## src/rtl/div_if.sv

```systemverilog
// Divider request/response bundle: operands and controls toward the core,
// status and {remainder, quotient} result back to the requester.
interface div_if #(
  parameter int WIDTH = 32
);
  logic               start;
  logic               cancel;
  logic               sign_en;
  logic [WIDTH-1:0]   op1;
  logic [WIDTH-1:0]   op2;
  logic               busy;
  logic               done;
  logic               div_zero;
  logic [2*WIDTH-1:0] out;

  modport master (
    output start, cancel, sign_en, op1, op2,
    input  busy, done, div_zero, out
  );

  modport slave (
    input  start, cancel, sign_en, op1, op2,
    output busy, done, div_zero, out
  );
endinterface

```

## src/rtl/div_core.sv

```systemverilog
// Iterative radix-2 restoring divider, one quotient bit per cycle, result {remainder, quotient}.
// Optional build macro DIV_ZERO_FAST_EN: a zero divisor skips the iteration phase.
module div_core #(
  parameter int WIDTH = 32
) (
  input  logic clk,
  input  logic rst,
  div_if.slave bus
);
  localparam int CW = (WIDTH > 1) ? $clog2(WIDTH) : 1;

  typedef enum logic [1:0] {IDLE, CALC, FIX} state_t;

  state_t             state_reg, state_next;
  logic [WIDTH-1:0]   rem_reg, quo_reg, divisor_reg, dividend_raw_reg;
  logic               sign_q_reg, sign_r_reg, zero_reg;
  logic [CW-1:0]      cnt_reg;
  logic [2*WIDTH-1:0] out_reg;
  logic               done_reg, div_zero_reg;

  logic               accept;
  logic               neg1, neg2;
  logic [WIDTH-1:0]   abs_op1, abs_op2;
  logic [WIDTH:0]     shifted;
  logic               trial_ok;
  logic [WIDTH-1:0]   rem_step, quo_step;
  logic [WIDTH-1:0]   rem_fix, quo_fix;
  logic [2*WIDTH-1:0] result;

  assign accept  = bus.start & ~bus.cancel;
  assign neg1    = bus.sign_en & bus.op1[WIDTH-1];
  assign neg2    = bus.sign_en & bus.op2[WIDTH-1];
  assign abs_op1 = neg1 ? -bus.op1 : bus.op1;
  assign abs_op2 = neg2 ? -bus.op2 : bus.op2;

  // Partial remainder stays below the divisor, so the shifted value fits in WIDTH+1
  // bits and a successful trial subtraction always fits back into WIDTH bits.
  assign shifted  = {rem_reg, quo_reg[WIDTH-1]};
  assign trial_ok = (shifted >= {1'b0, divisor_reg});
  assign rem_step = trial_ok ? (shifted[WIDTH-1:0] - divisor_reg) : shifted[WIDTH-1:0];
  assign quo_step = {quo_reg[WIDTH-2:0], trial_ok};

  assign quo_fix = sign_q_reg ? -quo_reg : quo_reg;
  assign rem_fix = sign_r_reg ? -rem_reg : rem_reg;
  assign result  = zero_reg ? {dividend_raw_reg, {WIDTH{1'b1}}} : {rem_fix, quo_fix};

  always_ff @(posedge clk) begin
    if (rst) state_reg <= IDLE;
    else     state_reg <= state_next;
  end

  always_comb begin
    state_next = state_reg;
    case (state_reg)
      IDLE: begin
        if (accept) begin
`ifdef DIV_ZERO_FAST_EN
          state_next = (bus.op2 == '0) ? FIX : CALC;
`else
          state_next = CALC;
`endif
        end
      end
      CALC: begin
        if (bus.cancel)                       state_next = IDLE;
        else if (cnt_reg == CW'(WIDTH - 1))   state_next = FIX;
      end
      FIX:     state_next = IDLE;
      default: state_next = IDLE;
    endcase
  end

  always_ff @(posedge clk) begin
    if (rst) begin
      rem_reg          <= '0;
      quo_reg          <= '0;
      divisor_reg      <= '0;
      dividend_raw_reg <= '0;
      sign_q_reg       <= 1'b0;
      sign_r_reg       <= 1'b0;
      zero_reg         <= 1'b0;
      cnt_reg          <= '0;
      out_reg          <= '0;
      done_reg         <= 1'b0;
      div_zero_reg     <= 1'b0;
    end else begin
      done_reg <= 1'b0;
      case (state_reg)
        IDLE: begin
          if (accept) begin
            rem_reg          <= '0;
            quo_reg          <= abs_op1;
            divisor_reg      <= abs_op2;
            dividend_raw_reg <= bus.op1;
            sign_q_reg       <= neg1 ^ neg2;
            sign_r_reg       <= neg1;
            zero_reg         <= (bus.op2 == '0);
            cnt_reg          <= '0;
          end
        end
        CALC: begin
          if (!bus.cancel) begin
            rem_reg <= rem_step;
            quo_reg <= quo_step;
            cnt_reg <= cnt_reg + 1'b1;
          end
        end
        FIX: begin
          // A flush here drops the result; the previous one stays visible.
          if (!bus.cancel) begin
            out_reg      <= result;
            done_reg     <= 1'b1;
            div_zero_reg <= zero_reg;
          end
        end
        default: ;
      endcase
    end
  end

  assign bus.busy     = (state_reg == CALC) || (state_reg == FIX);
  assign bus.done     = done_reg;
  assign bus.out      = out_reg;
  assign bus.div_zero = div_zero_reg;
endmodule

```

## src/flat_wrapper.sv

```systemverilog
// flat-port wrapper written by rule: the top's interface ports become plain ports
module div_core_flat 
#(
  parameter int WIDTH = 32
)
  (clk, rst, bus_start, bus_cancel, bus_sign_en, bus_op1, bus_op2, bus_busy, bus_done, bus_div_zero, bus_out);
  div_if #(.WIDTH(WIDTH)) bus_i ();
  input  logic clk;
  input  logic rst;
  input wire logic [$bits(bus_i.start)-1:0] bus_start;
  input wire logic [$bits(bus_i.cancel)-1:0] bus_cancel;
  input wire logic [$bits(bus_i.sign_en)-1:0] bus_sign_en;
  input wire logic [$bits(bus_i.op1)-1:0] bus_op1;
  input wire logic [$bits(bus_i.op2)-1:0] bus_op2;
  output wire logic [$bits(bus_i.busy)-1:0] bus_busy;
  output wire logic [$bits(bus_i.done)-1:0] bus_done;
  output wire logic [$bits(bus_i.div_zero)-1:0] bus_div_zero;
  output wire logic [$bits(bus_i.out)-1:0] bus_out;
  assign bus_i.start = bus_start;
  assign bus_i.cancel = bus_cancel;
  assign bus_i.sign_en = bus_sign_en;
  assign bus_i.op1 = bus_op1;
  assign bus_i.op2 = bus_op2;
  assign bus_busy = bus_i.busy;
  assign bus_done = bus_i.done;
  assign bus_div_zero = bus_i.div_zero;
  assign bus_out = bus_i.out;
  div_core #(.WIDTH(WIDTH)) u_core (.clk(clk), .rst(rst), .bus(bus_i));
endmodule
```

## config.mk

```make
export PLATFORM = sky130hd
export DESIGN_NAME = div_core_flat
export DESIGN_NICKNAME = d
export VERILOG_FILES = /design/src/rtl/div_if.sv /design/src/rtl/div_core.sv /design/src/flat_wrapper.sv
export SDC_FILE = /design/constraint.sdc
export NUM_CORES = 1
export LEC_CHECK = 0
export CAP_MARGIN = 0
export CORE_MARGIN = 1
export CORE_UTILIZATION = 53
export CTS_BUF_LIST = sky130_fd_sc_hd__clkbuf_4 sky130_fd_sc_hd__clkbuf_8
export DETAILED_ROUTE_END_ITERATION = 10
export PLACE_DENSITY = 0.85
export RECOVER_POWER = 25
export SLEW_MARGIN = 20
export SYNTH_ARGS = -nofsm -noshare
export SYNTH_HDL_FRONTEND = slang
export SYNTH_SLANG_ARGS = --single-unit
export TNS_END_PERCENT = 50
```

## constraint.sdc

```tcl
create_clock -name clk -period 3 [get_ports clk]
set_input_delay 0.45 -clock clk [delete_from_list [all_inputs] [get_ports clk]]
set_output_delay 0.45 -clock clk [all_outputs]
set_load 0.05 [all_outputs]
```

Yosys cells after proc, flatten, opt, wreduce, memory -nomap -nowiden

Cells that the tools add are included.

Register bits after elaboration: 204
Bits in latches: 0
Bits in writable memories: 0
ROM bits: 0
Input port bits: 69
Output and inout bits: 67
Memories kept: 0

$add $sub $neg: 6
Multiply operators: 0
Div/mod/pow operators: 0
Magnitude comparators: 1
Equal/unequal tests: 6
Shift operators: 0
Multiplexer cells: 20
Bitwise logic cells: 6
Reduce and logical (&&, ||, !) cells: 9

Operators with widths:

| kind                | count |
|---|---|
| $mux 32             | 9 |
| $neg 32->32         | 4 |
| $pmux 32 s2         | 2 |
| $mux 64             | 1 |
| $ge 33x32->1        | 1 |
| $logic_not 32->1    | 1 |
| $sub 32x32->32      | 1 |
| $mux 5              | 2 |
| $pmux 5 s2          | 1 |
| $mux 2              | 3 |
| $reduce_and 2->1    | 3 |
| $add 5x1->5 const B | 1 |
| $eq 5x5->1 const B  | 1 |
| $pmux 2 s2          | 1 |
| $and 1x1->1         | 3 |
| $ne 3x2->1 const B  | 1 |
| $reduce_and 3->1    | 1 |
| $eq 2x1->1 const B  | 1 |
| $eq 2x2->1 const B  | 1 |
| $logic_not 2->1     | 1 |
| $ne 2x1->1 const B  | 1 |
| $ne 2x2->1 const B  | 1 |
| $not 1->1           | 2 |
| $reduce_bool 2->1   | 1 |
| other kinds (4)     | 4 |

Longest topological paths before layout

Depth after elaboration: 4
Depth in mapped cells: 13

Least setup slack after synthesis

Ideal clock, no wire load.

Path kind: input to register
From: input bus_op1[10]
To: register u_core.quo_reg[31]
Setup time: 103 ps
Data arrival time: 3036 ps
Slack: -139 ps
Stages: 8
Cell sequence: or4_4 -> or3_4 -> or4_4 -> or3_4 -> or3_4 -> o31ai_4 -> a21oi_2 -> a2111oi_2

Longest elaborated chain between the ends: 4

RTL lines:

| element              | line               | source |
|---|---|---|
| from (decl)          | flat_wrapper.sv:13 | `input wire logic [$bits(bus_i.op1)-1:0] bus_op1;` |
| $neg 32->32          | div_core.sv:33     | `assign abs_op1 = neg1 ? -bus.op1 : bus.op1;` |
| $mux 32              | div_core.sv:33     |  |
| $mux 32              | div_core.sv:90     | `if (accept) begin` |
| $pmux 32 s2          | div_core.sv:88     | `case (state_reg)` |
| to (signal assigned) | div_core.sv:92     | `quo_reg <= abs_op1;` |
| to (signal assigned) | div_core.sv:104    | `quo_reg <= quo_step;` |
| to (decl)            | div_core.sv:15     | `logic [WIDTH-1:0] rem_reg, quo_reg, divisor_reg, dividend_raw_reg;` |

Every way passes these cells. The select of a mux whose other input is x is not followed.
A chain may end at the register's enable or synchronous reset.

Final worst setup path

From: input bus_op2[8]
To: register u_core.divisor_reg[29]

Longest elaborated chain between the ends: 2

RTL lines:

| element              | line               | source |
|---|---|---|
| from (decl)          | flat_wrapper.sv:14 | `input wire logic [$bits(bus_i.op2)-1:0] bus_op2;` |
| $neg 32->32          | div_core.sv:34     | `assign abs_op2 = neg2 ? -bus.op2 : bus.op2;` |
| $mux 32              | div_core.sv:34     |  |
| to (signal assigned) | div_core.sv:93     | `divisor_reg <= abs_op2;` |
| to (decl)            | div_core.sv:15     |  |

Every way passes these cells.

==> impl_metrics.json <==
{
  "cp-end-kind": "flop",
  "cpMaxStageDelayCell": "or4_1",
  "async_reset_ff_share_pct": 0,
  "antenna_found_initial": 0,
  "largest_register_ffs": 64,
  "syn_area_per_cell_um2": 7.60,
  "n_antenna_cell": 0,
  "cts_buffer_depth": 3,
  "cts_buffers": 37,
  "finalCritPeriodShare_pct": 98.3,
  "critPathRequiredTime_ns": 3.35,
  "crit_cells": 9,
  "cts_tree": "done",
  "dr.max_layer_used": "met4",
  "r2r-end": "u_core.bus.out[57]$_SDFFE_PP0P_",
  "path_clk_slew_ns": 0.06,
  "yosysTopAreaCell": "dfxtp_1",
  "coreArea_um2": 22600,
  "drt_first_pass_iters": 6,
  "reg2reg_from": "u_core.rem_reg[8]$_SDFFE_PP0P_",
  "die_area_um2": 23800,
  "critPathArrivalTime_ns": 3.30,
  "root_buffer": "clkbuf_8",
  "power.total_mw": 6.93,
  "final_layout_size_suffix_gt1_share_pct": 13.7,
  "port_buffers": 135,
  "cp-start-kind": "primary input",
  "clock-sinks": 204,
  "synth_top_area_share_pct": 33.3,
  "synth_warnings": 0,
  "rsz0062_at_grt": "true",
  "num_vias": 12900,
  "drt_wl_total_um": 38500,
  "worst-slew-pin-transition_ns": 1.70,
  "io-pin-count": 136,
  "syn_nets": 1726,
  "wl_per_cell_um": 18.0,
  "postRouteAntennaNets": 0,
  "rr_worst_depth": 9,
  "drc_errors": 0,
  "cp_common_cell": "or3_1",
  "fin_cells": 2143,
  "synth_cell_types": 62,
  "cp_max_fo": 5,
  "dr_wl_met3_um": 2720,
  "crit_type": "in2reg",
  "placed_cells": 2074,
  "ir_drop_uv": 245,
  "slew_violations": 43,
  "drt_iter0_markers": 1155,
  "crit_buf_inv": 1,
  "fmax_mhz": 339,
  "violations": "max-capacitance violations, max-slew violations",
  "crit_family": "simple AND/OR/NAND/NOR gates",
  "place_area_um2": 14700,
  "ys_seq_area_share_pct": 33.3,
  "die_h_um": 154,
  "wl_met2_um": 18300,
  "crit_start": "bus_op2[8]",
  "synthToLayoutAreaGrowth_pct": 27.7,
  "synth-seq-cells": 204,
  "synth_area_um2": 12300,
  "period_minus_slack_ns": 2.95,
  "insertion_delay_ns": 0.53,
  "grt_pass1_vias": 12000,
  "finClkSkew_ns": 0.0184,
  "endpoint": "u_core.divisor_reg[29]$_SDFFE_PP0P_",
  "dieWidth_um": 154,
  "maxCapViolations": 1,
  "crit_chain": "clkdlybuf4s50_1 -> or4_1 -> or3_4 -> or3_1 -> or2_2 -> or3_1 -> o21ai_1 -> xor2_1 -> a211oi_1",
  "hold_viol_final": 0,
  "finalWeightedCongestion": 0.940,
  "dp_hpwl_um": 28500,
  "synth-edff-count": 0,
  "met1Wirelength_um": 15800,
  "fin_setup_tns_ns": 0,
  "final-setup-viol-count": 0,
  "design_area_um2": 15700,
  "r2r_slack_ns": 0.09,
  "grt_pass1_wl_um": 60600,
  "final_util_pct": 69.2,
  "status": "finished with violations",
  "hp-class": "in2reg",
  "synth_top_cells_by_area": "dfxtp_1, nand2_1, xor2_1, a21oi_1, o21ai_0",
  "h-tree-depth": 2,
  "fin_ws_ns": 0.0497,
  "slowest_delay_ns": 0.56,
  "slew_headroom_pct": -13.3,
  "power_leakage_nw": 6.00,
  "synth_flop_cell": "dfxtp_1",
  "start_util_pct": 54.2,
  "hold-worst-slack_ns": 0.362,
  "grt_max_degree": 98,
  "power.density_nw_per_um2": 442,
  "dp_slack_ns": -0.719,
  "track_usage_pct": 31.7,
  "fin_nets": 1947,
  "grt-ovfl-total": 0,
  "rows": 55,
  "netlist_instances": 1615,
  "viasPerCell": 6.00
}
==> synth_stat cells (5+ instances only) <==
master,n
a211oi_1,34
nor2b_1,6
xor2_1,85
a21oi_1,142
mux2i_1,27
xnor2_1,58
o31ai_1,30
o21a_1,5
o41ai_1,22
clkbuf_1,90
a21o_1,13
and2_1,7
or3_1,21
a311oi_1,5
a31oi_1,5
a32oi_1,9
dfxtp_1,204
o21ai_0,114
nand2_1,279
or4_1,19
nor3_1,33
ha_1,41
nand2b_1,14
buf_1,13
and3_1,6
inv_1,52
nand4_1,13
o21ai_1,7
a22oi_1,26
nand3_1,19
nor2_1,111
o21bai_1,9
o22ai_1,33
nor4_1,11
o211ai_1,7
==> cells in the final DEF (no fill, tap or decap), drive strengths merged, types with 34 or more instances in the layout <==
master,netlist,final
xnor2,58,58
dfxtp,204,204
a21oi,143,143
xor2,85,85
a211oi,34,34
clkdlybuf4s50,0,129
nor2,111,111
ha,41,41
clkbuf,90,61
o21ai,121,121
inv,52,53
buf,16,150
nand2,279,279
==> cell type report <==
class / count / area [µm²]
Clock inverter: 4 / 48.8
Multi-Input combinational cell: 1253 / 7710
Clock buffer: 57 / 722
Timing Repair Buffer: 288 / 2550
Tap cell: 285 / 357
Inverter: 52 / 195
Sequential cell: 204 / 4090
Fill cell: 1870 / 6970
==> report_power, final <==
group          internal, mW  switching (mW)
registers              2.79          0.0788
clock network          1.61            1.18
logic                 0.553           0.717
==> how the worst min path moves through the flow <==
stage / from / end / slack (ns) / cells past startpoint
5_1_grt: rst / u_core.bus.out[17]$_SDFFE_PP0P_ / 0.38 / 2
2_1_floorplan: u_core.dividend_raw_reg[24]$_SDFFE_PP0P_ / u_core.dividend_raw_reg[24]$_SDFFE_PP0P_ / 0.43 / 2
4_1_cts: rst / u_core.bus.out[16]$_SDFFE_PP0P_ / 0.35 / 2
3_3_place_gp: u_core.dividend_raw_reg[24]$_SDFFE_PP0P_ / u_core.dividend_raw_reg[24]$_SDFFE_PP0P_ / 0.44 / 2
6_report: rst / u_core.bus.out[16]$_SDFFE_PP0P_ / 0.36 / 2
3_5_place_dp: u_core.dividend_raw_reg[24]$_SDFFE_PP0P_ / u_core.dividend_raw_reg[24]$_SDFFE_PP0P_ / 0.44 / 2
==> repair_timing <==
action                                  in CTS  in global routing
pin swaps                                    9                  9
endpoints found under the setup margin       4                 38
setup buffers                                4                  2
resized for setup                            8                 21
cloned                                       0                  2
hold buffers                                 0                  0
==> metal layers <==
metal | track usage [%] | vias to the layer above
li1 | - | 6170
met1 | 38.8 | 6034
met2 | 53.9 | 542
met3 | 5.24 | 109
met4 | 15.6 | 0
met5 | 0 | -
==> worst register-to-register path: stages, from the launching register on <==
cell and delay, ns:
dfxtp_1 0.37, or4_1 0.53, or4_1 0.48, or3_4 0.40, o41ai_1 0.41, xor2_1 0.18
o21ai_0 0.09, buf_4 0.21, nand2_1 0.06, a21oi_1 0.06
==> cell families after synthesis <==
family | synth area share [%]
XOR/XNOR | 10.2
buffers and inverters | 4.86
multiplexers | 2.20
AND/OR/NAND/NOR | 20.7
AO/OA/AOI/OAI | 24.4
adder cells (fa/ha/maj) | 4.34
flip-flops | 33.3
Power figures use the tool's default switching activity.
